### src/rtl/estimator_pkg.sv
// rtl/estimator_pkg.sv - shared constants, state encoding and saturation helper for the estimator
package estimator_pkg;

  localparam logic [31:0] MATCH_CALCULATE = 32'h0000_2027;
  localparam logic [31:0] MASK_CALCULATE  = 32'hfe00_707f;

  // Width of the saturator input; datapath sums are sign-extended to this width first.
  localparam int SAT_IN_W = 64;

  localparam logic signed [SAT_IN_W-1:0] SAT_MAX = 64'sd2147483647;
  localparam logic signed [SAT_IN_W-1:0] SAT_MIN = -64'sd2147483648;

  typedef enum logic [2:0] {
    ST_IDLE  = 3'd0,
    ST_LOAD  = 3'd1,
    ST_ISSUE = 3'd2,
    ST_DRAIN = 3'd3,
    ST_RESP  = 3'd4,
    ST_HOLD  = 3'd5
  } state_e;

  // Clamp a signed sum into the 32-bit two's-complement range.
  function automatic logic [31:0] sat32(input logic signed [SAT_IN_W-1:0] v);
    if (v > SAT_MAX) begin
      return 32'h7fff_ffff;
    end else if (v < SAT_MIN) begin
      return 32'h8000_0000;
    end else begin
      return v[31:0];
    end
  endfunction

endpackage

### src/rtl/pcpi_estimator_sequencer.sv
// rtl/pcpi_estimator_sequencer.sv - PCPI controller sequencing the LUT adder-tree estimator
module pcpi_estimator_sequencer
  import estimator_pkg::*;
#(
  parameter int NUM_ADD_CLK      = 4,
  parameter int NUM_ADDER_STAGES = 6,
  parameter int SUM_WIDTH        = 34,
  localparam int SEL_W = (NUM_ADD_CLK > 1) ? $clog2(NUM_ADD_CLK) : 1
) (
  input  logic                        clk,
  input  logic                        reset,
  input  logic                        pcpi_valid,
  input  logic [31:0]                 pcpi_insn,
  input  logic [31:0]                 pcpi_rs1,
  input  logic [31:0]                 pcpi_rs2,
  output logic                        pcpi_wr,
  output logic [31:0]                 pcpi_rd,
  output logic                        pcpi_wait,
  output logic                        pcpi_ready,
  output logic [31:0]                 dp_ctrl_word,
  output logic                        dp_ctrl_load,
  output logic                        dp_acc_clear,
  output logic                        dp_issue,
  output logic [SEL_W-1:0]            dp_batch_sel,
  input  logic signed [SUM_WIDTH-1:0] dp_sum,
  output logic [31:0]                 calc_count,
  output logic                        busy
);

  // One down-counter serves both the issue batches and the pipeline drain.
  localparam int CNT_MAX = (NUM_ADD_CLK > NUM_ADDER_STAGES) ? NUM_ADD_CLK : NUM_ADDER_STAGES;
  localparam int CNT_W   = (CNT_MAX > 1) ? $clog2(CNT_MAX) : 1;
  localparam logic [CNT_W-1:0] ISSUE_RELOAD = CNT_W'(NUM_ADD_CLK - 1);
  localparam logic [CNT_W-1:0] DRAIN_RELOAD = CNT_W'(NUM_ADDER_STAGES - 1);
  localparam logic [SEL_W-1:0] LAST_SEL     = SEL_W'(NUM_ADD_CLK - 1);

  state_e                state_q, state_d;
  logic [CNT_W-1:0]      cnt_q, cnt_d;
  logic [31:0]           ctrl_word_q, ctrl_word_d;
  logic [31:0]           rd_q, rd_d;
  logic [31:0]           count_q, count_d;
  logic                  wait_q, wait_d;

  logic                  insn_match;
  logic                  cnt_done;
  logic signed [SAT_IN_W-1:0] sum_ext;
  logic                  unused_rs2;

  assign insn_match = pcpi_valid && ((pcpi_insn & MASK_CALCULATE) == MATCH_CALCULATE);
  assign cnt_done   = (cnt_q == '0);
  assign sum_ext    = SAT_IN_W'(dp_sum);
  assign unused_rs2 = ^pcpi_rs2;

  // State register plus all sequencer/datapath flops.
  always_ff @(posedge clk) begin
    if (reset) begin
      state_q     <= ST_IDLE;
      cnt_q       <= '0;
      ctrl_word_q <= '0;
      rd_q        <= '0;
      count_q     <= '0;
      wait_q      <= 1'b0;
    end else begin
      state_q     <= state_d;
      cnt_q       <= cnt_d;
      ctrl_word_q <= ctrl_word_d;
      rd_q        <= rd_d;
      count_q     <= count_d;
      wait_q      <= wait_d;
    end
  end

  // Next-state logic; any loss of pcpi_valid before RESP aborts back to IDLE.
  always_comb begin
    state_d = state_q;
    cnt_d   = cnt_q;
    unique case (state_q)
      ST_IDLE: begin
        if (insn_match) state_d = ST_LOAD;
      end
      ST_LOAD: begin
        if (!pcpi_valid) begin
          state_d = ST_IDLE;
        end else begin
          state_d = ST_ISSUE;
          cnt_d   = ISSUE_RELOAD;
        end
      end
      ST_ISSUE: begin
        if (!pcpi_valid) begin
          state_d = ST_IDLE;
        end else if (cnt_done) begin
          state_d = ST_DRAIN;
          cnt_d   = DRAIN_RELOAD;
        end else begin
          cnt_d = cnt_q - 1'b1;
        end
      end
      ST_DRAIN: begin
        if (!pcpi_valid) begin
          state_d = ST_IDLE;
        end else if (cnt_done) begin
          state_d = ST_RESP;
        end else begin
          cnt_d = cnt_q - 1'b1;
        end
      end
      ST_RESP: state_d = ST_HOLD;
      ST_HOLD: begin
        if (!pcpi_valid) state_d = ST_IDLE;
      end
      default: state_d = ST_IDLE;
    endcase
  end

  // Register next values: control word latch, result capture, counter, registered wait.
  always_comb begin
    ctrl_word_d = ctrl_word_q;
    rd_d        = rd_q;
    count_d     = count_q;
    if (state_q == ST_IDLE && insn_match) ctrl_word_d = pcpi_rs1;
    if (state_q == ST_DRAIN && pcpi_valid && cnt_done) rd_d = sat32(sum_ext);
    if (state_q == ST_RESP) count_d = count_q + 32'd1;
    wait_d = (state_d == ST_LOAD) || (state_d == ST_ISSUE) ||
             (state_d == ST_DRAIN) || (state_d == ST_RESP);
  end

  // Moore outputs decoded from the current state.
  always_comb begin
    dp_ctrl_load = (state_q == ST_LOAD);
    dp_acc_clear = (state_q == ST_LOAD);
    dp_issue     = (state_q == ST_ISSUE);
    dp_batch_sel = (state_q == ST_ISSUE) ? (LAST_SEL - SEL_W'(cnt_q)) : '0;
    pcpi_ready   = (state_q == ST_RESP);
    pcpi_wr      = (state_q == ST_RESP);
    busy         = (state_q != ST_IDLE);
    pcpi_wait    = wait_q;
    pcpi_rd      = rd_q;
    dp_ctrl_word = ctrl_word_q;
    calc_count   = count_q;
  end

endmodule
### config.mk
export PLATFORM = sky130hd
export DESIGN_NAME = pcpi_estimator_sequencer
export DESIGN_NICKNAME = d
export VERILOG_FILES = /design/src/rtl/estimator_pkg.sv /design/src/rtl/pcpi_estimator_sequencer.sv
export SDC_FILE = /design/constraint.sdc
export NUM_CORES = 1
export LEC_CHECK = 0
export ABC_AREA = 1
export BUFFER_PORTS_ARGS = -buffer_cell sky130_fd_sc_hd__buf_4
export CORE_MARGIN = 2
export CORE_UTILIZATION = 46
export DETAILED_ROUTE_END_ITERATION = 8
export PLACE_DENSITY = 0.83
export SLEW_MARGIN = 0
export SYNTH_ARGS = -nofsm -noshare
export SYNTH_HDL_FRONTEND = slang
export SYNTH_SLANG_ARGS = --single-unit
export TNS_END_PERCENT = 20
### constraint.sdc
create_clock -name clk -period 2.13 [get_ports clk]
set_clock_uncertainty 0.05 [all_clocks]
set_input_delay 0.213 -clock clk [delete_from_list [all_inputs] [get_ports clk]]
set_output_delay 0.213 -clock clk [all_outputs]
set_load 0.03 [all_outputs]
==> reports/results.txt, run 1 <==
A synthesized cell averages 6.56 sq um. The H-tree generated during clock tree synthesis spans 3 levels. The logs give 0 for the number of routed nets with antenna violations and 0 for the max-slew violation count.

Global routing usage on met2: 41.3%. Setup repair after global routing left no endpoint under its margin. The first-pass iteration count of the detailed router is 4.

The worst-case IR drop observed on VDD is 0.377 mV. Clock-pin slew was measured on the worst setup and hold paths at 0.11 ns. Cells fill 67.1% of the core in the end. For this design the ratio of total power to cell area is 513 nW/um^2. Die boundary height: 105 um. The logs give 238 for the count of boundary I/O pins and 0.00317 uW for the leakage power figure. The number of antenna diodes in the final layout is 0.

The via count is 5031, and the routed length per instance is 12.4 um. The number of global-route vias before repair was 4761. Yosys printed 0 warnings. The unique cell type count in the Yosys netlist is 28. The number of buffers inserted by port buffering came out at 190. The final critical-path required period was 1.89 ns; the worst relative slew slack was 69.2%. After synthesis the netlist holds a flip-flop and latch count of 103. Data on the critical path arrives at its endpoint at 1.63 ns. Summing the sequential cell areas from Yosys gives 43.9% of the chip area.

The worst setup path is captured at an output port. Summed over all nets, the half-perimeter wirelength after detailed placement is 9.37 mm. TritonCTS built the clock tree.

The first-pass GRT wire length was 21.6 mm. For this configuration, the core starts out at a cell density of 47.8%. The die is 105 um wide. The core region is 9820 sq um. The met3 track utilization from global routing was 8.05%; the number of standard-cell rows in the floorplan was 36. Fill cells in the final layout number 877.

The min-delay analysis places its worst path in the category input port to register. After global routing, the most crowded layer is met2. The final period utilization came out at 88.8%. CTS placed an instance of clkbuf_8 at the clock tree root. Global routing consumed, over all layers together, 23.8% of the routing resources. The initial antenna violation count was 0; the maximum net fanout on the critical path was 10.

At the placement stage, the worst setup path has a slack of 0.274 ns. At the pin with the least slew margin, the transition time is 0.462 ns. The violation count after the first detailed-routing iteration came out at 157. The cell area that synthesis handed to floorplanning was 4700 sq um. The type of the setup path with the least slack was register to output port.

The die covers 11000 sq um. The number of maximum-capacitance violations is 0. The flow ran to the end, and the final reports show no timing, DRC or antenna violations.

The cell depth of the worst hold path was 3. STA classifies the critical path startpoint as a register. After global routing the overflow that remains totals 0. Counting the buffers created by CTS gives 9. The logs give 0.529 GHz for the achievable clock frequency and 0 for the setup violation total in the final timing report. For this run, global-route usage on met1 was measured as 27.4%.

After routing, the total negative slack on setup checks comes to 0 ns. The worst path required time is 1.87 ns, and the number of enable-type register cells in the synthesized netlist is 0. For this run, the leading register cell type out of synthesis is dfxtp_1. Summed over all layers, the routed wires come to 13.0 mm. The fraction of registers with async set/reset is 0%, and the largest net degree at the start of global routing is 52. Counting cells, the worst reg-to-reg path comes to 8. After detailed routing, the number of remaining DRC violations is 0. The fraction of final layout cells with drive strength greater than 1 works out to 25.2%.

The clock reaches the later pin of the worst-skew pair after 0.37 ns. Setup slack closes at 0.238 ns. Counting every instance in the synthesized netlist gives 716. Routability-driven placement finished with a final weighted congestion of 0.917. The relative area change from synthesis to final layout came out at 40.4%. Counting along the longest clock path gives a buffer depth of 2. The number of clock sinks seen by CTS is 103, and the routed via count divided by cell count is 4.79. The final layout contains 1048 nets. The total count of hold-check failures in the final report was 0. Counting every net in the synthesized netlist gives 852.
-- layout make-up --
| type | count | area, sq um | share of cell area (%) |
|---|---|---|---|
| repair buffers | 216 | 1670 | 25.3 |
| flip-flops and latches | 103 | 2060 | 31.3 |
| clock buffers | 10 | 138 | 2.09 |
| multi-input cells | 511 | 2230 | 33.8 |
| inverters | 71 | 270 | 4.10 |
| clock inverters | 6 | 63.8 | 0.968 |
| well taps | 133 | 166 | 2.52 |
-- cells by family (layout without fill, tap and decap cells) --
kind of cell               count (synthesis)  in the layout  share of synthesized area [%]
AOI/OAI and AO/OA                        108            108                           11.8
xor gates and xnor gates                   7              7                           1.31
adders and majority gates                  3              3                          0.799
buffers and inverters                    102            303                           8.77
DFF                                      103            103                           43.9
and+or+nand+nor                          393            393                           33.4
-- path summary, 6_finish.rpt --
| check | slack, ns | startpoint | end |
|---|---|---|---|
| min reg2reg | 0.46 | cnt_q[1] | cnt_q[1] |
| max reg2reg | 0.25 | calc_count[0] | calc_count[28] |
| min | 0.01 | pcpi_rs1[0] | dp_ctrl_word[0] |
| max | 0.24 | state_q[0] | pcpi_ready |
-- registers in the layout (all words and copies together) (netlist names) --
signal and cells:
state_q 3, dp_ctrl_word 32, calc_count 32, pcpi_rd 32, cnt_q 3, pcpi_wait 1
-- critical path, cell delays in order (launching register included) --
cell        delay [ns]
dfxtp_1           0.45
nor2_2            0.07
nand2_2           0.16
buf_4             0.22
clkinvlp_4        0.17
buf_4             0.20
-- layout by cell type (no fill, tap or decap), types with 3 or more instances in the layout --
cell	instances
inv_1	67
o21ai_0	44
nand4_1	5
nor2_2	4
xor2_1	6
buf_4	202
clkbuf_8	10
nor3_1	3
nand3_1	21
ha_1	3
nand2_1	209
nor2_1	144
inv_2	3
dlygate4sd3_1	13
a21oi_1	57
dfxtp_1	103
-- power breakdown --
part / internal, uW / total [uW] / switching (uW)
logic: 135 / 222 / 87.3
clock network: 491 / 1240 / 747
registers: 1920 / 1920 / 0.00290
total: 2550 / 3380 / 835
-- cells in the mapped netlist, types with 2 or more instances --
| cell | count | area, sq um |
|---|---|---|
| o21ai_0 | 45 | 225 |
| nor2_1 | 144 | 541 |
| nor3_1 | 3 | 15.0 |
| inv_1 | 69 | 259 |
| clkbuf_1 | 18 | 67.6 |
| clkbuf_2 | 3 | 15.0 |
| buf_4 | 5 | 37.5 |
| inv_2 | 2 | 7.51 |
| nand2_1 | 209 | 785 |
| nand3b_1 | 2 | 15.0 |
| nand3_1 | 21 | 105 |
| xor2_1 | 6 | 52.6 |
| a211oi_1 | 2 | 15.0 |
| o21bai_1 | 2 | 15.0 |
| buf_2 | 5 | 25.0 |
| dfxtp_1 | 103 | 2060 |
| nor2_2 | 4 | 25.0 |
| nand4_1 | 5 | 31.3 |
| ha_1 | 3 | 37.5 |
| a21oi_1 | 57 | 285 |
-- per-stage QoR --
step                hold WS, ns  instances  instance area [sq um]  total power [uW]
floorplan                 0.298        716                   4700              2030
global placement          0.382       1018                   6230              2170
detailed placement        0.391       1018                   6230              2170
CTS                    0.000208       1047                   6570              3420
global route             0.0102       1050                   6590              3520
finish                   0.0140       1050                   6590              3380
-- timing repair --
| item | CTS | global route |
|---|---|---|
| hold buffers | 13 | 0 |
| gates resized for setup | 0 | 1 |
| setup buffers | 0 | 3 |
| endpoints found under the hold margin | 13 | 0 |
| setup endpoints to repair | 0 | 2 |
-- layer usage --
layer / vias up / share of wire, %
li1: 2614 / -
met1: 2236 / 41
met2: 154 / 48
met3: 27 / 8.0
met4: 0 / 2.5
met5: - / 0
(Power assumes the default switching activity.)
==> run 2: changes to the inputs <==
RECOVER_POWER = 25   (was not set)
==> run 2 against run 1 <==
- setup slack lost 0.0059 ns
- final cell count is the same
- largest power group unchanged
- wire length shrank 0.32%
- largest cell class unchanged
- count of clock-buffer cells in the layout is the same
==> reports/results.txt, run 2 (synthesis results as in run 1) <==
Final critical-path required period: 1.90 ns (+0.00585 ns). The run gives 4761 (unchanged) as the number of global-route vias before repair. The placed standard-cell area is 6230 sq um (unchanged), and the number of diodes is 0 (unchanged). The run gives 0 (unchanged) as the total count of hold-check failures in the final report. For the H-tree level count, the log shows 3 (unchanged).

The worst relative slew slack was 68.9% (-0.32 points). The run gives 1050 (unchanged) as the post-route non-filler standard cell count. The fraction of final layout cells with drive strength greater than 1 is 19.6% (-5.6 points), and the initial standard-cell utilization of the core is 47.8% (unchanged).

Routed length per instance: 12.4 um (-0.32%). In this run the most critical hold path is launched from pcpi_rs1[6]. The maximum net fanout on the critical path was 7 (-3). The slack of the worst reg-to-reg path came out at 0.23 ns (-0.02 ns). The clock root buffer was clkbuf_8. The tools report the worst path required time as 2.35 ns (+0.48 ns). The number of buffers inserted by port buffering works out to 190 (unchanged). The routed via count divided by cell count is 4.79 (unchanged), and the die boundary height is 105 um (unchanged). For the total area of multi-input combinational cells, the log shows 2230 sq um (unchanged). The final routed DRC violation total is 0 (unchanged), and the setup slack after layout is 0.232 ns (-0.00585 ns). TritonCTS built the clock tree.

The number of buffer and inverter stages on the critical path was 0 (-3); the final period utilization was 89.1% (+0.27 points). The power spent charging and discharging nets was 832 uW (-0.37%); the power density relative to cell area was 528 nW/um^2 (+2.9%). The switching fraction of total power was 24.6% (-0.068 points); the cell-internal power was 2550 uW (about the same). The run gives 9 (unchanged) as the TritonCTS buffer count. The final global-route overflow total was 0 (unchanged). The run gives 11000 sq um (unchanged) as the floorplan die area.

The run gives 2 (unchanged) as the number of buffers on the longest clock path. The worst-margin pin slew works out to 0.467 ns (+0.00478 ns). Max-slew violation count: 0 (unchanged). Grouping stages by cell kind, the critical path spends the most delay in simple AND/OR/NAND/NOR gates.

The tools report the number of standard-cell rows in the floorplan as 36 (unchanged). The run finished with clean final reports. The achievable clock frequency came out at 0.527 GHz (-0.31%). For the number of clock sinks seen by CTS, the log shows 103 (unchanged).

Cell depth of the worst hold path: 3 (unchanged). The number of maximum-capacitance violations came out at 0 (unchanged). Compared with the post-synthesis result, the final layout area differs by 36.3%. On the critical path, the stage with the largest delay is an instance of dfxtp_1. Type of the setup path with the least slack: register to register.

The worst-case hold path end point was dp_ctrl_word[6]. The depth of the most critical reg-to-reg path was 8 (unchanged). For the total power, the log shows 3380 uW (about the same). The worst hold path belongs to the class input port to register. In the layout the commonest cells are 209 x nand2_1, 151 x buf_4, 144 x nor2_1. The count of boundary I/O pins is 238 (unchanged).

The half-perimeter wire length after placement was 9.37 mm (unchanged); the largest incremental delay on the critical path was 0.42 ns (-0.03 ns). The filler cell count in the final layout was 953 (+8.7%); the CTS clock-pin slew for the worst setup and hold paths was 0.11 ns (about the same). The part of the total power dissipated in the clock network was 36.5% (about the same). The library cell used most frequently in the layout, excluding fill and tap cells, is nand2_1. Largest net degree at the start of global routing: 52 (unchanged). Placeable core area: 9820 sq um (unchanged). For the first-pass iteration count of the detailed router, the log shows 4 (unchanged). STA classifies the critical path endpoint as a register. Violation count after the first detailed-routing iteration: 154 (-1.9%). The number of routed nets with antenna violations is 0 (unchanged), and the post-layout net count is 1048 (unchanged). The tools report the worst vdd rail ir drop as 0.377 mV (about the same). The routability congestion estimate from global placement is 0.917 (unchanged), and the setup TNS is 0 ns (unchanged). For the initial antenna violation count, the log shows 0 (unchanged). The cell area after layout is 6400 sq um (-2.9%), and the portion of total power attributed to combinational logic is 6.6% (about the same). For the insertion delay of the later-clocked pin in the worst-skew pair, the log shows 0.36 ns (about the same). In this run the critical register-to-register path is launched from calc_count[1]. Final wirelength: 13.0 mm (-0.32%).

The die width is 105 um (unchanged), and the total global routing track utilization is 23.8% (unchanged). The run gives 0.274 ns (unchanged) as the setup slack at placement. Register cell area after layout: 2060 sq um (unchanged). The tools report the critical path launch point type as a register.

The leakage power figure was 0.00295 uW (-6.9%); the setup violation total in the final timing report was 0 (unchanged). Setup repair after global routing left no endpoint under its margin. The logs give 1018 (unchanged) for the number of cells in the design after placement and 21.6 mm (unchanged) for the first-pass GRT wire length.

Traced cell by cell, the critical path runs through ha_1, nand3_1, nor2_4, nand4_1, nor2_1, nand3_1, nand2_1, nor2_1. The tools report the worst flop-to-flop path endpoint as calc_count[28]. Data arrival at the endpoint of the critical path: 2.12 ns (+0.49 ns).

The register share of total power was 56.9% (about the same). The run gives 5031 (unchanged) as the via count.
## run 2: cell types whose count changed in the layout (fill, tap and decap cells not counted)
cell	before	now
clkbuf_1	0	51
buf_4	202	151
## run 2: worst max path at each step
stage,from,endpoint,slack (ns),cells after the start
after floorplan,state_q[2],dp_batch_sel[0],0.30,5
after global placement,calc_count[1],calc_count[28],0.33,8
after detailed placement,calc_count[0],calc_count[28],0.27,8
after CTS,state_q[0],pcpi_ready,0.08,5
after global routing,calc_count[0],calc_count[28],0.09,8
final,calc_count[1],calc_count[28],0.23,8
## run 2: routing by layer
layer	up-vias	GRT usage [%]	share of wire, %
met3	27	8.05	7.7
met1	2227	27.4	42
met5	-	0	0
met2	162	41.3	48
li1	2615	-	-
met4	0	8.19	2.6
## run 2: worst reg2reg max path: stages, from the launching register on
cell,delay [ns]
dfxtp_1,0.42
ha_1,0.22
nand3_1,0.13
nor2_4,0.21
nand4_1,0.28
nor2_1,0.29
nand3_1,0.10
nand2_1,0.07
nor2_1,0.04
## run 2: area by class of cell
type,count,area share [%]
inverter,71,4.22
multi-input combinational,511,34.8
tap,133,2.60
clock buffer,10,2.15
sequential,103,32.2
clock inverter,6,0.997
timing repair buffer,216,23.0
## run 2: repair_timing
item	in CTS	in global routing
endpoints found under the setup margin	0	2
setup buffers	0	3
gates resized for setup	0	1
endpoints found under the hold margin	13	0
hold buffers	13	0
## run 2: power groups by stage
stage / combinational [uW] / clock (uW) / sequential (uW)
global route: 245 / 1350 / 1930
detailed placement: 201 / 0 / 1970
floorplan: 62.2 / 0 / 1970
finish: 222 / 1230 / 1920
CTS: 221 / 1270 / 1920
global placement: 199 / 0 / 1970
## run 2: metrics by stage
stage / hold WS (ns) / util, %
after global routing: 0.0102 / 65.2
after detailed placement: 0.391 / 63.5
after global placement: 0.382 / 63.5
final: 0.0166 / 65.2
after floorplan: 0.298 / -
after CTS: 0.000208 / 66.9
